<file path="config.mk">
export PLATFORM = sky130hd
export DESIGN_NAME = phy_tx_arb_flat
export DESIGN_NICKNAME = d
export VERILOG_FILES = /design/src/rtl/phy_tx_arb_if.sv /design/src/rtl/phy_tx_arb.sv /design/src/flat_wrapper.sv
export SDC_FILE = /design/constraint.sdc
export NUM_CORES = 1
export LEC_CHECK = 0
export ABC_AREA = 1
export ABC_CLOCK_PERIOD_IN_PS = 2500
export CAP_MARGIN = 20
export CORE_UTILIZATION = 49
export CTS_CLUSTER_SIZE = 30
export DETAILED_ROUTE_END_ITERATION = 16
export HOLD_SLACK_MARGIN = 0.1
export PLACE_DENSITY = 0.84
export REMOVE_ABC_BUFFERS = 1
export SLEW_MARGIN = 20
export SYNTH_ARGS = -nofsm -noshare
export SYNTH_HDL_FRONTEND = slang
export SYNTH_SLANG_ARGS = --single-unit
export TNS_END_PERCENT = 5
</file>
<file path="constraint.sdc">
create_clock -name pcie_clk -period 2.5 [get_ports pcie_clk]
set_input_delay 0.625 -clock pcie_clk [delete_from_list [all_inputs] [get_ports pcie_clk]]
set_output_delay 0.625 -clock pcie_clk [all_outputs]
set_load 0.01 [all_outputs]
</file>
<file path="src/rtl/phy_tx_arb_if.sv">
// phy_tx_arb_if
// Groups the two frame-source handshakes and the TX PHY queue write port
// that phy_tx_arb arbitrates between.
//
// Signals
//   sN_req    : source N has a complete frame ready
//   sN_gnt    : source N currently owns the queue write port
//   sN_din    : source N byte, bit8 = 1 for frame bytes
//   sN_wr_en  : source N byte strobe
//   sN_last   : marks the final byte of the source N frame
//   sN_full   : backpressure to source N
//   phy_din   : byte towards the TX PHY queue
//   phy_wr_en : write strobe towards the TX PHY queue
//   phy_full  : full flag from the TX PHY queue
//
// Modports
//   master : the frame sources and the queue (drive requests, bytes, full)
//   slave  : the arbiter
interface phy_tx_arb_if;
  logic       s0_req;
  logic       s0_gnt;
  logic [8:0] s0_din;
  logic       s0_wr_en;
  logic       s0_last;
  logic       s0_full;
  logic       s1_req;
  logic       s1_gnt;
  logic [8:0] s1_din;
  logic       s1_wr_en;
  logic       s1_last;
  logic       s1_full;
  logic [8:0] phy_din;
  logic       phy_wr_en;
  logic       phy_full;

  modport master (
    output s0_req, s0_din, s0_wr_en, s0_last,
    output s1_req, s1_din, s1_wr_en, s1_last,
    output phy_full,
    input  s0_gnt, s0_full, s1_gnt, s1_full,
    input  phy_din, phy_wr_en
  );

  modport slave (
    input  s0_req, s0_din, s0_wr_en, s0_last,
    input  s1_req, s1_din, s1_wr_en, s1_last,
    input  phy_full,
    output s0_gnt, s0_full, s1_gnt, s1_full,
    output phy_din, phy_wr_en
  );
endinterface

</file>
<file path="src/rtl/phy_tx_arb.sv">
// phy_tx_arb
// Frame-granular round-robin arbiter sharing the single write port of the
// TX PHY queue between two frame sources. A granted frame is passed through
// combinationally byte by byte; after it the arbiter appends GAP zero bytes
// so the downstream GMII converter sees contiguous, delimited frames.
// Frames exceeding MAX_LEN data bytes are cut and counted in drop_cnt.
//
// Ports
//   pcie_clk : clock
//   sys_rst  : synchronous active-high reset
//   bus      : phy_tx_arb_if.slave (source handshakes + queue write port)
//   drop_cnt : saturating count of frames cut by the length limit
//   frm_cnt0 : (PHY_TX_ARB_STATS_EN only) completed frames from source 0
//   frm_cnt1 : (PHY_TX_ARB_STATS_EN only) completed frames from source 1
//
// Optional feature macro: PHY_TX_ARB_STATS_EN adds the per-source frame
// counters; without it the counters and their ports do not exist.
module phy_tx_arb #(
  parameter logic [3:0]  GAP     = 4'd2,
  parameter logic [10:0] MAX_LEN = 11'd1518
) (
  input  logic         pcie_clk,
  input  logic         sys_rst,
  phy_tx_arb_if.slave  bus,
  output logic [7:0]   drop_cnt
`ifdef PHY_TX_ARB_STATS_EN
  ,
  output logic [15:0]  frm_cnt0,
  output logic [15:0]  frm_cnt1
`endif
);

  typedef enum logic [1:0] {
    ST_IDLE   = 2'd0,
    ST_GRANT0 = 2'd1,
    ST_GRANT1 = 2'd2,
    ST_GAP    = 2'd3
  } state_t;

  state_t      r_state;
  logic        r_last_src;
  logic [10:0] r_len;
  logic [3:0]  r_gap_cnt;
  logic [7:0]  r_drop_cnt;

  state_t      w_state_nxt;
  logic        w_last_src_nxt;
  logic [10:0] w_len_nxt;
  logic [3:0]  w_gap_nxt;
  logic [7:0]  w_drop_nxt;
  logic        w_end0;
  logic        w_end1;

  logic        w_granted;
  logic        w_cur_src;
  logic [8:0]  w_sel_din;
  logic        w_sel_wr_en;
  logic        w_sel_last;
  logic        w_acc;
  state_t      w_after_frame;

  // Byte-mux selection follows the registered grant state only.
  assign w_granted   = (r_state == ST_GRANT0) || (r_state == ST_GRANT1);
  assign w_cur_src   = (r_state == ST_GRANT1);
  assign w_sel_din   = w_cur_src ? bus.s1_din   : bus.s0_din;
  assign w_sel_wr_en = w_cur_src ? bus.s1_wr_en : bus.s0_wr_en;
  assign w_sel_last  = w_cur_src ? bus.s1_last  : bus.s0_last;
  assign w_acc       = w_granted & w_sel_wr_en & ~bus.phy_full;

  // With no gap configured a finished frame returns straight to IDLE.
  assign w_after_frame = (GAP == 4'd0) ? ST_IDLE : ST_GAP;

  // Grant and backpressure decode: only the granted source sees the real
  // queue full flag, everyone else is held off with full = 1.
  assign bus.s0_gnt  = (r_state == ST_GRANT0);
  assign bus.s1_gnt  = (r_state == ST_GRANT1);
  assign bus.s0_full = (r_state == ST_GRANT0) ? bus.phy_full : 1'b1;
  assign bus.s1_full = (r_state == ST_GRANT1) ? bus.phy_full : 1'b1;
  assign drop_cnt    = r_drop_cnt;

  // Queue write port: zero-latency passthrough while granted, zero gap bytes
  // in GAP, idle otherwise.
  always_comb begin
    bus.phy_din   = 9'h000;
    bus.phy_wr_en = 1'b0;
    case (r_state)
      ST_GRANT0, ST_GRANT1: begin
        bus.phy_din   = w_sel_din;
        bus.phy_wr_en = w_sel_wr_en & ~bus.phy_full;
      end
      ST_GAP: begin
        bus.phy_din   = 9'h000;
        bus.phy_wr_en = ~bus.phy_full;
      end
      default: begin
        bus.phy_din   = 9'h000;
        bus.phy_wr_en = 1'b0;
      end
    endcase
  end

  // Next-state logic: round-robin pick in IDLE, frame tracking in GRANT,
  // gap byte counting in GAP.
  always_comb begin
    w_state_nxt    = r_state;
    w_last_src_nxt = r_last_src;
    w_len_nxt      = r_len;
    w_gap_nxt      = r_gap_cnt;
    w_drop_nxt     = r_drop_cnt;
    w_end0         = 1'b0;
    w_end1         = 1'b0;
    case (r_state)
      ST_IDLE: begin
        if (bus.s0_req && bus.s1_req) begin
          // Tie goes to the source that did not send the previous frame.
          w_state_nxt = r_last_src ? ST_GRANT0 : ST_GRANT1;
        end else if (bus.s0_req) begin
          w_state_nxt = ST_GRANT0;
        end else if (bus.s1_req) begin
          w_state_nxt = ST_GRANT1;
        end else begin
          w_state_nxt = ST_IDLE;
        end
      end
      ST_GRANT0, ST_GRANT1: begin
        if (w_acc) begin
          if (w_sel_last) begin
            // A last byte on the limit still counts as a normal end.
            w_last_src_nxt = w_cur_src;
            w_len_nxt      = 11'd0;
            w_state_nxt    = w_after_frame;
            w_end0         = ~w_cur_src;
            w_end1         = w_cur_src;
          end else if ((r_len + 11'd1) == MAX_LEN) begin
            // Cut the frame; the source also loses the next tie so an
            // oversize stream cannot starve the other source.
            w_last_src_nxt = w_cur_src;
            w_len_nxt      = 11'd0;
            w_state_nxt    = w_after_frame;
            w_drop_nxt     = (r_drop_cnt == 8'hff) ? 8'hff : (r_drop_cnt + 8'd1);
          end else begin
            w_len_nxt = r_len + 11'd1;
          end
        end else begin
          w_len_nxt = r_len;
        end
      end
      ST_GAP: begin
        if (!bus.phy_full) begin
          if ((r_gap_cnt + 4'd1) == GAP) begin
            w_gap_nxt   = 4'd0;
            w_state_nxt = ST_IDLE;
          end else begin
            w_gap_nxt = r_gap_cnt + 4'd1;
          end
        end else begin
          w_gap_nxt = r_gap_cnt;
        end
      end
      default: begin
        w_state_nxt = ST_IDLE;
      end
    endcase
  end

  // State and counter registers with synchronous reset.
  always_ff @(posedge pcie_clk) begin
    if (sys_rst) begin
      r_state    <= ST_IDLE;
      r_last_src <= 1'b1;
      r_len      <= 11'd0;
      r_gap_cnt  <= 4'd0;
      r_drop_cnt <= 8'd0;
    end else begin
      r_state    <= w_state_nxt;
      r_last_src <= w_last_src_nxt;
      r_len      <= w_len_nxt;
      r_gap_cnt  <= w_gap_nxt;
      r_drop_cnt <= w_drop_nxt;
    end
  end

`ifdef PHY_TX_ARB_STATS_EN
  logic [15:0] r_frm_cnt0;
  logic [15:0] r_frm_cnt1;

  assign frm_cnt0 = r_frm_cnt0;
  assign frm_cnt1 = r_frm_cnt1;

  // Per-source completed-frame counters, wrapping at 16 bits.
  always_ff @(posedge pcie_clk) begin
    if (sys_rst) begin
      r_frm_cnt0 <= 16'd0;
      r_frm_cnt1 <= 16'd0;
    end else begin
      if (w_end0) begin
        r_frm_cnt0 <= r_frm_cnt0 + 16'd1;
      end
      if (w_end1) begin
        r_frm_cnt1 <= r_frm_cnt1 + 16'd1;
      end
    end
  end
`else
  logic w_unused_end;
  assign w_unused_end = w_end0 | w_end1;
`endif

endmodule
</file>
<file path="src/flat_wrapper.sv">
// flat-port wrapper written by rule: the top's interface ports become plain ports
module phy_tx_arb_flat 
#(
  parameter logic [3:0]  GAP     = 4'd2,
  parameter logic [10:0] MAX_LEN = 11'd1518
)
  (pcie_clk, sys_rst, drop_cnt, bus_s0_req, bus_s0_din, bus_s0_wr_en, bus_s0_last, bus_s1_req, bus_s1_din, bus_s1_wr_en, bus_s1_last, bus_phy_full, bus_s0_gnt, bus_s0_full, bus_s1_gnt, bus_s1_full, bus_phy_din, bus_phy_wr_en);
  phy_tx_arb_if bus_i ();
  input  logic pcie_clk;
  input  logic sys_rst;
  output logic [7:0] drop_cnt;
  input wire logic [$bits(bus_i.s0_req)-1:0] bus_s0_req;
  input wire logic [$bits(bus_i.s0_din)-1:0] bus_s0_din;
  input wire logic [$bits(bus_i.s0_wr_en)-1:0] bus_s0_wr_en;
  input wire logic [$bits(bus_i.s0_last)-1:0] bus_s0_last;
  input wire logic [$bits(bus_i.s1_req)-1:0] bus_s1_req;
  input wire logic [$bits(bus_i.s1_din)-1:0] bus_s1_din;
  input wire logic [$bits(bus_i.s1_wr_en)-1:0] bus_s1_wr_en;
  input wire logic [$bits(bus_i.s1_last)-1:0] bus_s1_last;
  input wire logic [$bits(bus_i.phy_full)-1:0] bus_phy_full;
  output wire logic [$bits(bus_i.s0_gnt)-1:0] bus_s0_gnt;
  output wire logic [$bits(bus_i.s0_full)-1:0] bus_s0_full;
  output wire logic [$bits(bus_i.s1_gnt)-1:0] bus_s1_gnt;
  output wire logic [$bits(bus_i.s1_full)-1:0] bus_s1_full;
  output wire logic [$bits(bus_i.phy_din)-1:0] bus_phy_din;
  output wire logic [$bits(bus_i.phy_wr_en)-1:0] bus_phy_wr_en;
  assign bus_i.s0_req = bus_s0_req;
  assign bus_i.s0_din = bus_s0_din;
  assign bus_i.s0_wr_en = bus_s0_wr_en;
  assign bus_i.s0_last = bus_s0_last;
  assign bus_i.s1_req = bus_s1_req;
  assign bus_i.s1_din = bus_s1_din;
  assign bus_i.s1_wr_en = bus_s1_wr_en;
  assign bus_i.s1_last = bus_s1_last;
  assign bus_i.phy_full = bus_phy_full;
  assign bus_s0_gnt = bus_i.s0_gnt;
  assign bus_s0_full = bus_i.s0_full;
  assign bus_s1_gnt = bus_i.s1_gnt;
  assign bus_s1_full = bus_i.s1_full;
  assign bus_phy_din = bus_i.phy_din;
  assign bus_phy_wr_en = bus_i.phy_wr_en;
  phy_tx_arb #(.GAP(GAP), .MAX_LEN(MAX_LEN)) u_core (.pcie_clk(pcie_clk), .sys_rst(sys_rst), .bus(bus_i), .drop_cnt(drop_cnt));
endmodule
</file>
==> out/results.ini <==
[synthesis]
synthMuxAreaShare = 0
synth.distinct_cells = 28
post_synth_main_area_contributors = dfxtp_1 27%, nand2_1 15%, nor2_1 8.3%, inv_1 7.5%, nand3_1 6.3%
ys_seq_elements = 26
yosys-top-cells-count = 78 x nand2_1, 42 x nor2_1, 38 x inv_1
synth-simple-area-share = 0.433
yosys.area.top_type_share = 0.274
synth-adder-area-share = 0.0592
synth_top_area_cell = dfxtp_1
syn_area_per_cell_um2 = 6.14
async_reset_ff_frac = 0
yosys_most_used_dff = dfxtp_1
synth_edf_count = 0
syn_area_um2 = 1900
yosys_warnings = 0
seq_area_frac_synth = 0.274
synth_cells = 310
synth_top_family_by_area = simple AND/OR/NAND/NOR gates
yosys.area_share.xor_xnor = 0.0138
yosysMostFrequentCell = nand2_1
synth_compound_area_frac = 0.126

[drt]
vias = 2123
drc = 0
top_layer = met4
wl_met3_um = 102
wire_per_inst_um = 11.8
drt_wl_total_um = 4880
firstDrtPassIters = 4
ant_nets = 0
via_per_inst = 5.14
dr_wl_met2_um = 2490
drt_iter0_markers = 116
wl_met1_um = 2240

[power_and_ir_drop]
p_per_area_nw_per_um2 = 576
power_mw = 1.49
p_int_mw = 0.966
clkPwrFrac = 0.239
p_seq_frac = 0.304
p_sw_frac = 0.350
ir_worst_vdd_uv = 583
p_switching_mw = 0.521
pwr-share-comb = 0.457
p_leak_nw = 1.12

[worst_setup_path]
arrival_ns = 1.81
path_class = flop to primary output
end_kind = primary output
cp.required_ns = 1.88
startpoint_type = flop
path_max_fanout = 5

[cts]
clock_latency_ns = 0.28
cts_tree = yes
clk_pin_slew_ns = 0.10
cts_buffers = 3
postCtsHoldBufs = 0
cts_sinks = 26
cts_buffer_depth = 2
h-tree-depth = 1
cts_setup_buffers = 0
cts-root-buf = clkbuf_8

[placement]
detailed_place.area_um2 = 2480
gp_congestion = 0.872
io_buffers = 48
dp.cells = 409
hpwl_um = 3760
place_ws_ns = -0.0982

[floorplan]
dieHeight_um = 64.3
core_um2 = 3690
fp.dieW_um = 64.3
start_util = 0.516
rows = 22
ioPinCount = 49
dieArea_um2 = 4140

[cells_and_area]
fin_util = 0.700
syn_to_final_growth_pct = 35.8
register_area_um2 = 520
antenna_cells = 0
finalNetCount = 402
drive_above_1_share = 0.107
multiInputGateArea_um2 = 1220
fin_cells = 413
fillers = 334
final_area_um2 = 2580

[global_route]
grt_pass1_wl_um = 8460
grt-ovfl-total = 0
grt_pass1_vias = 1979
antenna_found_initial = 0
grt_use_total = 0.253
grt_max_degree = 16

[sta]
setup_ws_ns = 0.0625
tightest_slew_ns = 0.401
hold_violations = 0
slew_headroom = 0.732
post-route-period-util = 0.975
rsz0062_at_grt = yes
clock.fmax_mhz = 410
finalCriticalPeriod_ns = 2.44
slew_violations = 0
setup_viol = 0
finClkSkew_ns = 0.00502

[run]
max_cap_violations = 0

[status]
outcome = complete, no violations

[min_path]
hold_path_class = flop to flop

-- final cells by class --
type	instances	share of cell area
inverters	41	0.0596
multi-input cells	237	0.471
flip-flops and latches	26	0.201
repair buffers	57	0.217
clock buffers	3	0.0160
well taps	48	0.0232
clock inverters	1	0.0116
-- cells in the final DEF, fill, tap and decap left out --
cell	Yosys	final
nor2_4	4	4
o21ai_1	1	1
nand3_2	3	3
or2_1	1	1
nand2_2	8	8
xnor2_1	2	2
buf_4	1	9
dlymetal6s2s_1	0	7
dlygate4sd2_1	0	4
o21bai_1	1	1
a21oi_1	22	22
nor3_1	2	2
clkbuf_8	0	3
o21ai_0	16	16
clkdlybuf4s50_1	0	37
or2_2	2	2
inv_1	38	37
bufinv_16	0	1
nor2_2	3	3
nand2_1	78	78
and2_1	2	2
inv_2	3	4
a211oi_1	1	1
ha_2	0	1
ha_4	0	1
nand3_1	24	24
dfxtp_1	26	26
nand4_1	11	11
xor2_1	1	1
o211ai_1	3	3
ha_1	9	7
o22ai_1	1	1
nor2_1	42	42
-- power groups by stage --
stage,Clock (mW),Combinational (mW),Sequential [mW]
floorplan,0,0.348,0.457
CTS,0.365,0.673,0.451
global route,0.379,0.757,0.455
global placement,0,0.671,0.459
finish,0.356,0.680,0.452
detailed placement,0,0.684,0.460
-- sequential cells by signal (all words and copies together) (netlist names) --
| signal | flops |
|---|---|
| u_core.r_last_src | 1 |
| u_core.r_len | 11 |
| u_core.r_state | 2 |
| u_core.r_gap_cnt | 4 |
| u_core.drop_cnt | 8 |
-- worst paths after layout --
path | from | end | cells past startpoint | slack (ns)
worst max-delay path | u_core.r_state[0] | bus_phy_din[4] | 6 | 0.06
worst min-delay path | u_core.r_len[10] | u_core.r_len[10] | 2 | 0.50
worst max register to register | u_core.r_state[0] | u_core.drop_cnt[0] | 12 | 0.40
worst min register to register | u_core.r_len[10] | u_core.r_len[10] | 2 | 0.50
-- stage by stage --
stage / setup TNS, ns / hold WS, ns
2_1_floorplan: 0 / 0.453
3_3_place_gp: -0.0843 / 0.475
3_5_place_dp: -0.126 / 0.488
4_1_cts: -0.456 / 0.502
5_1_grt: -0.0439 / 0.527
6_report: 0 / 0.499
-- routing by layer --
metal,vias up,track usage
met4,0,0.0139
met1,987,0.299
met3,6,0.0321
li1,1105,-
met2,25,0.499
met5,-,0
-- repair_timing --
item,in CTS,in global routing
hold endpoints to repair,0,0
resized for setup,6,9
pin swaps,0,0
setup endpoints to repair,10,8
-- critical path: stages, from the launching register on --
cell and delay (ns):
dfxtp_1 0.35, inv_2 0.10, ha_2 0.24, buf_4 0.14, o21ai_0 0.08, nor2_1 0.09, clkdlybuf4s50_1 0.55
-- cell families (layout without fill, tap and decap cells) --
family	after synthesis	after routing
buf+inv	47	102
simple gates	180	180
flops	26	26
xor+xnor	3	3
compound gates	45	45
fa+ha+maj	9	9
Note: power is estimated with default switching activity, not from simulation.
==> RTL change 1, RTL diff (config.mk and constraints unchanged) <==
The 4 states of `state_t` get a Gray code encoding in 2 bits.
--- a/src/rtl/phy_tx_arb.sv
+++ b/src/rtl/phy_tx_arb.sv
@@ -32,8 +32,8 @@
 
   typedef enum logic [1:0] {
-    ST_IDLE   = 2'd0,
-    ST_GRANT0 = 2'd1,
-    ST_GRANT1 = 2'd2,
-    ST_GAP    = 2'd3
+    ST_IDLE   = 2'b00,
+    ST_GRANT0 = 2'b01,
+    ST_GRANT1 = 2'b11,
+    ST_GAP    = 2'b10
   } state_t;
 
Behaviour: same outputs for any inputs over 10 cycles, from zero or initial values and one cycle with sys_rst high; not proved beyond that.
==> RTL change 1 against the unedited design <==
  * Setup slack better by 0.021 ns
  * Die area decreased by 5.1%
  * Critical path depth is 2 lower
  * Sequential cell count unchanged
  * Maximum frequency increased by 0.87%
  * Area after synthesis fell by 5.3%
  * Register-to-register slack better by 0.20 ns
  * Routed wire length fell by 11%
  * Final area down 5.6%
  * Non-clock buffer count fell by 3
  * Core utilization is 0.84 points higher
Power is not compared: it rests on default switching activity, and its combinational part moved more than twofold at a synthesized area within 25%.
==> RTL change 1: results (changes against the unedited design) <==
- First-pass GRT wire length: 7548 um (-11%)
- Pre-CTS setup slack: -0.1261 ns (-0.02794 ns)
- Area growth, synth to finish: 35.32%
- Post_cts resized: 2 (-4)
- NonClk Buf Share: 21.59% (-0.11 points)
- Status: finished clean
- Fin Hold WS: 0.4902 ns (-0.008621 ns)
- Synth top area cells: dfxtp_1 (29%), nand2_1 (13%), a21oi_1 (6.7%)
- Setup crit end: bus_s0_full
- YS warnings: 0 (unchanged)
- Routed length per instance: 12.17 um (+3.0%)
- Dpl hpwl: 3148 um (-16%)
- Met2 wire length: 2221 um (-11%)
- Beginning of the critical path: bus_phy_full
- Synth unique cells: 35 (+25%)
- Layout Nets: 344 (-14%)
- Commonest cells post-synth: nand2_1 (64), dfxtp_1 (26), inv_1 (25)
- Synth Area in Compound Gates: 16.45% (+3.9 points)
- Routability congestion estimate: 0.8464 (-3.0%)
- Fraction of area in clock buffers and inverters: 2.923% (+0.16 points)
- Number of global-route vias before repair: 1802 (-8.9%)
- Nonclk buf count: 54 (-5.3%)
- Crit-path max cell delay: 0.52 ns (-0.03 ns)
- Reg2reg end: u_core.r_last_src
- Number of multi-input logic gates: 196 (-17%)
- Area of the multi-input gates: 1145 sq um (-6.0%)
- Worst reg-to-reg setup slack: 0.60 ns (+0.20 ns)
- Seq/Total Area, Yosys: 28.87% (+1.5 points)
- Placed Area: 2360 sq um (-5.0%)
- PD cells: 412.6 nW/um^2
- F_max: 413.8 MHz (+0.87%)
- M3 GR Usage: 4.562% (+1.3 points)
- Vias: 1867 (-12%)
- Filler cell count: 288 (-14%)
- GR Util met2: 44.16% (-5.7 points)
- Register area: 523.0 sq um (+0.48%)
- Critical path peak fanout: 4 (-1)
- Met1 WL: 1907 um (-15%)
- Total routed wirelength: 4345 um (-11%)
- RR Startpoint: u_core.r_len[0]
- Met1 usage: 26.93% (-2.9 points)
- Critical Path AT: 1.79 ns (-0.02 ns)
- Final Skew: 0.005390 ns (+0.0003676 ns)
- Syn Inst Count: 259 (-16%)
- Worst slew pin tran: 0.2835 ns (-0.1177 ns)
- Cell count after placement: 353 (-14%)
- Largest net degree at the start of global routing: 22 (+6)
- Total track usage: 23.39% (-1.9 points)
- Inverters: 31 (-24%)
-- RTL change 1: cell types whose count changed after synthesis, moves of 3 or more --
cell,before,now
nand4_1,11,15
nor2_1,42,8
inv_1,38,25
o211ai_1,3,0
a22o_1,0,9
nand2_1,78,64
ha_1,9,5
o21ai_0,16,6
-- RTL change 1: worst min-delay path, cell delays in order, from the launching register on --
cell and delay (ns):
dfxtp_1 0.33, nand2_1 0.06, a21oi_1 0.05
-- RTL change 1: power groups by stage --
| stage | logic (mW) | registers (mW) | clock network (mW) |
|---|---|---|---|
| after CTS | 0.217 | 0.434 | 0.363 |
| after floorplan | 0.0957 | 0.441 | 0 |
| after global placement | 0.215 | 0.443 | 0 |
| after detailed placement | 0.217 | 0.443 | 0 |
| after global routing | 0.234 | 0.437 | 0.379 |
| final | 0.217 | 0.435 | 0.354 |
==> RTL change 2, RTL diff (same flow settings) <==
Without the edit above. `MAX_LEN` is set to 11'd1518 in 2 places; all go to 11'd759.
--- a/src/rtl/phy_tx_arb.sv
+++ b/src/rtl/phy_tx_arb.sv
@@ -18,5 +18,5 @@
 module phy_tx_arb #(
   parameter logic [3:0]  GAP     = 4'd2,
-  parameter logic [10:0] MAX_LEN = 11'd1518
+  parameter logic [10:0] MAX_LEN = 11'd759
 ) (
   input  logic         pcie_clk,
--- a/src/flat_wrapper.sv
+++ b/src/flat_wrapper.sv
@@ -3,5 +3,5 @@
 #(
   parameter logic [3:0]  GAP     = 4'd2,
-  parameter logic [10:0] MAX_LEN = 11'd1518
+  parameter logic [10:0] MAX_LEN = 11'd759
 )
   (pcie_clk, sys_rst, drop_cnt, bus_s0_req, bus_s0_din, bus_s0_wr_en, bus_s0_last, bus_s1_req, bus_s1_din, bus_s1_wr_en, bus_s1_last, bus_phy_full, bus_s0_gnt, bus_s0_full, bus_s1_gnt, bus_s1_full, bus_phy_din, bus_phy_wr_en);
Check against the original RTL: no difference found for any inputs over 10 cycles, from zero or initial values and one cycle with sys_rst high; that may be too few to reach the edited logic, so the function may still have changed.
==> RTL change 2 against the unedited design <==
  * Sequential cell count did not move
  * Critical endpoint is now bus_phy_wr_en
  * Setup slack improved by 0.017 ns
  * Core utilization rose by 0.21 points
  * Total power fell by 13%
  * Synthesized cell count fell by 9.4%
  * Area after synthesis fell by 6.3%
  * Routed wire length fell by 14%
  * Clock skew rose by 0.0095 ns
  * Final area fell by 7.1%
==> RTL change 2: results (changes against the unedited design) <==
- Finished Layout Cells: 381 (-7.7%)
- Post_cts resized: 14 (+8)
- YS warnings: 0 (unchanged)
- ANT cells: 0 (unchanged)
- Finished Cell Area: 2400 sq um (-7.1%)
- Drt pass-1 iters: 4 (unchanged)
- Dpl hpwl: 3350 um (-11%)
- Layout cells sized above 1: 10.45% (-0.24 points)
- Commonest cells post-synth: nand2_1 (77), nor2_1 (39), inv_1 (29)
- Status: finished clean
- Layout Nets: 372 (-7.5%)
- Critical path peak fanout: 2 (-3)
- CTS Buf Count: 3 (unchanged)
- Pre-CTS setup slack: -0.1666 ns (-0.06845 ns)
- Routability congestion estimate: 0.8199 (-6.0%)
- Leakage: 0.9824 nW (-12%)
- Clock Tree Buf Depth: 2 (unchanged)
- Clk slew on worst S/H paths: 0.15 ns (+0.05 ns)
- Skew-Pair Late Insertion Delay: 0.33 ns (+0.05 ns)
- Seq/Total Area, Yosys: 29.19% (+1.8 points)
- Syn_area_per_cell: 6.345 sq um (+3.4%)
- Worst slew pin tran: 0.3478 ns (-0.05339 ns)
- Number of vias per cell: 4.895 (-4.8%)
- Total track usage: 22.85% (-2.5 points)
- First-pass GRT wire length: 7376 um (-13%)
- Routed length per instance: 11.03 um (-6.7%)
- Largest net degree at the start of global routing: 19 (+3)
- Synth unique cells: 29 (+3.6%)
- Synth top area cells: dfxtp_1 (29%), nand2_1 (16%), nor2_1 (8.2%)
- Filler cell count: 299 (-10%)
- VDD IR-drop max: 0.5191 mV (-11%)
- Clock root buffer: clkbuf_4
- Initial antenna violation count: 0 (unchanged)
- Final Skew: 0.01457 ns (+0.009545 ns)
- CTS H-tree depth: 1 (unchanged)
- Number of global-route vias before repair: 1804 (-8.8%)
- DR iter-0 viols: 71 (-39%)
==> RTL change 2: cell count changes after synthesis, sizes merged, moves of 2 or more <==
cell / delta
nand2: -5
a31oi: +2
or2: +2
nor2: -3
nand3: -6
and2: -2
inv: -11
nand4: -8
==> RTL change 2: final timing paths <==
check                                           to         startpoint  slack (ns)  cells past startpoint
worst max register to register  u_core.drop_cnt[6]  u_core.r_state[0]        0.38                     13
worst min register to register    u_core.r_len[10]   u_core.r_len[10]        0.50                      2
worst max-delay path                 bus_phy_wr_en       bus_s1_wr_en        0.08                      5
worst min-delay path              u_core.r_len[10]   u_core.r_len[10]        0.50                      2
==> RTL change 2: layout make-up <==
class                      instances  area share, %
multi-input combinational        218          47.45
timing repair buffer              56          22.00
sequential                        26          21.79
inverter                          31          4.849
tap                               46          2.398
clock buffer                       4          1.512
==> RTL change 2: layer usage <==
metal	vias to the layer above	share of wire (%)	global-route usage (%)	wire, um
li1	1004	-	-	-
met1	827	45	27.01	1888
met2	26	51	42.17	2141
met3	8	2.8	3.125	117
met4	0	1.3	7.267	55
met5	-	0	0	0
==> RTL change 2: logic make-up (layout without fill, tap and decap cells) <==
kind of cell | Yosys count | count (layout) | synth area share (%)
AND/OR/NAND/NOR | 162 | 162 | 41.90
AO/OA/AOI/OAI | 42 | 42 | 12.35
buffers and inverters | 37 | 91 | 7.789
flip-flops | 26 | 26 | 29.19
adder cells (fa/ha/maj) | 9 | 9 | 6.316
XOR/XNOR | 5 | 5 | 2.457
==> RTL change 2: worst max-delay path, stage by stage <==
cell and delay (ns):
clkdlybuf4s50_1 0.40, or2_2 0.29, nand4_1 0.12, a21oi_1 0.08
dlygate4sd2_1 0.28
==> RTL change 2: power by group <==
part	internal, mW	switching [mW]
Combinational	0.288	0.337
Clock	0.0891	0.124
Sequential	0.438	0.0207
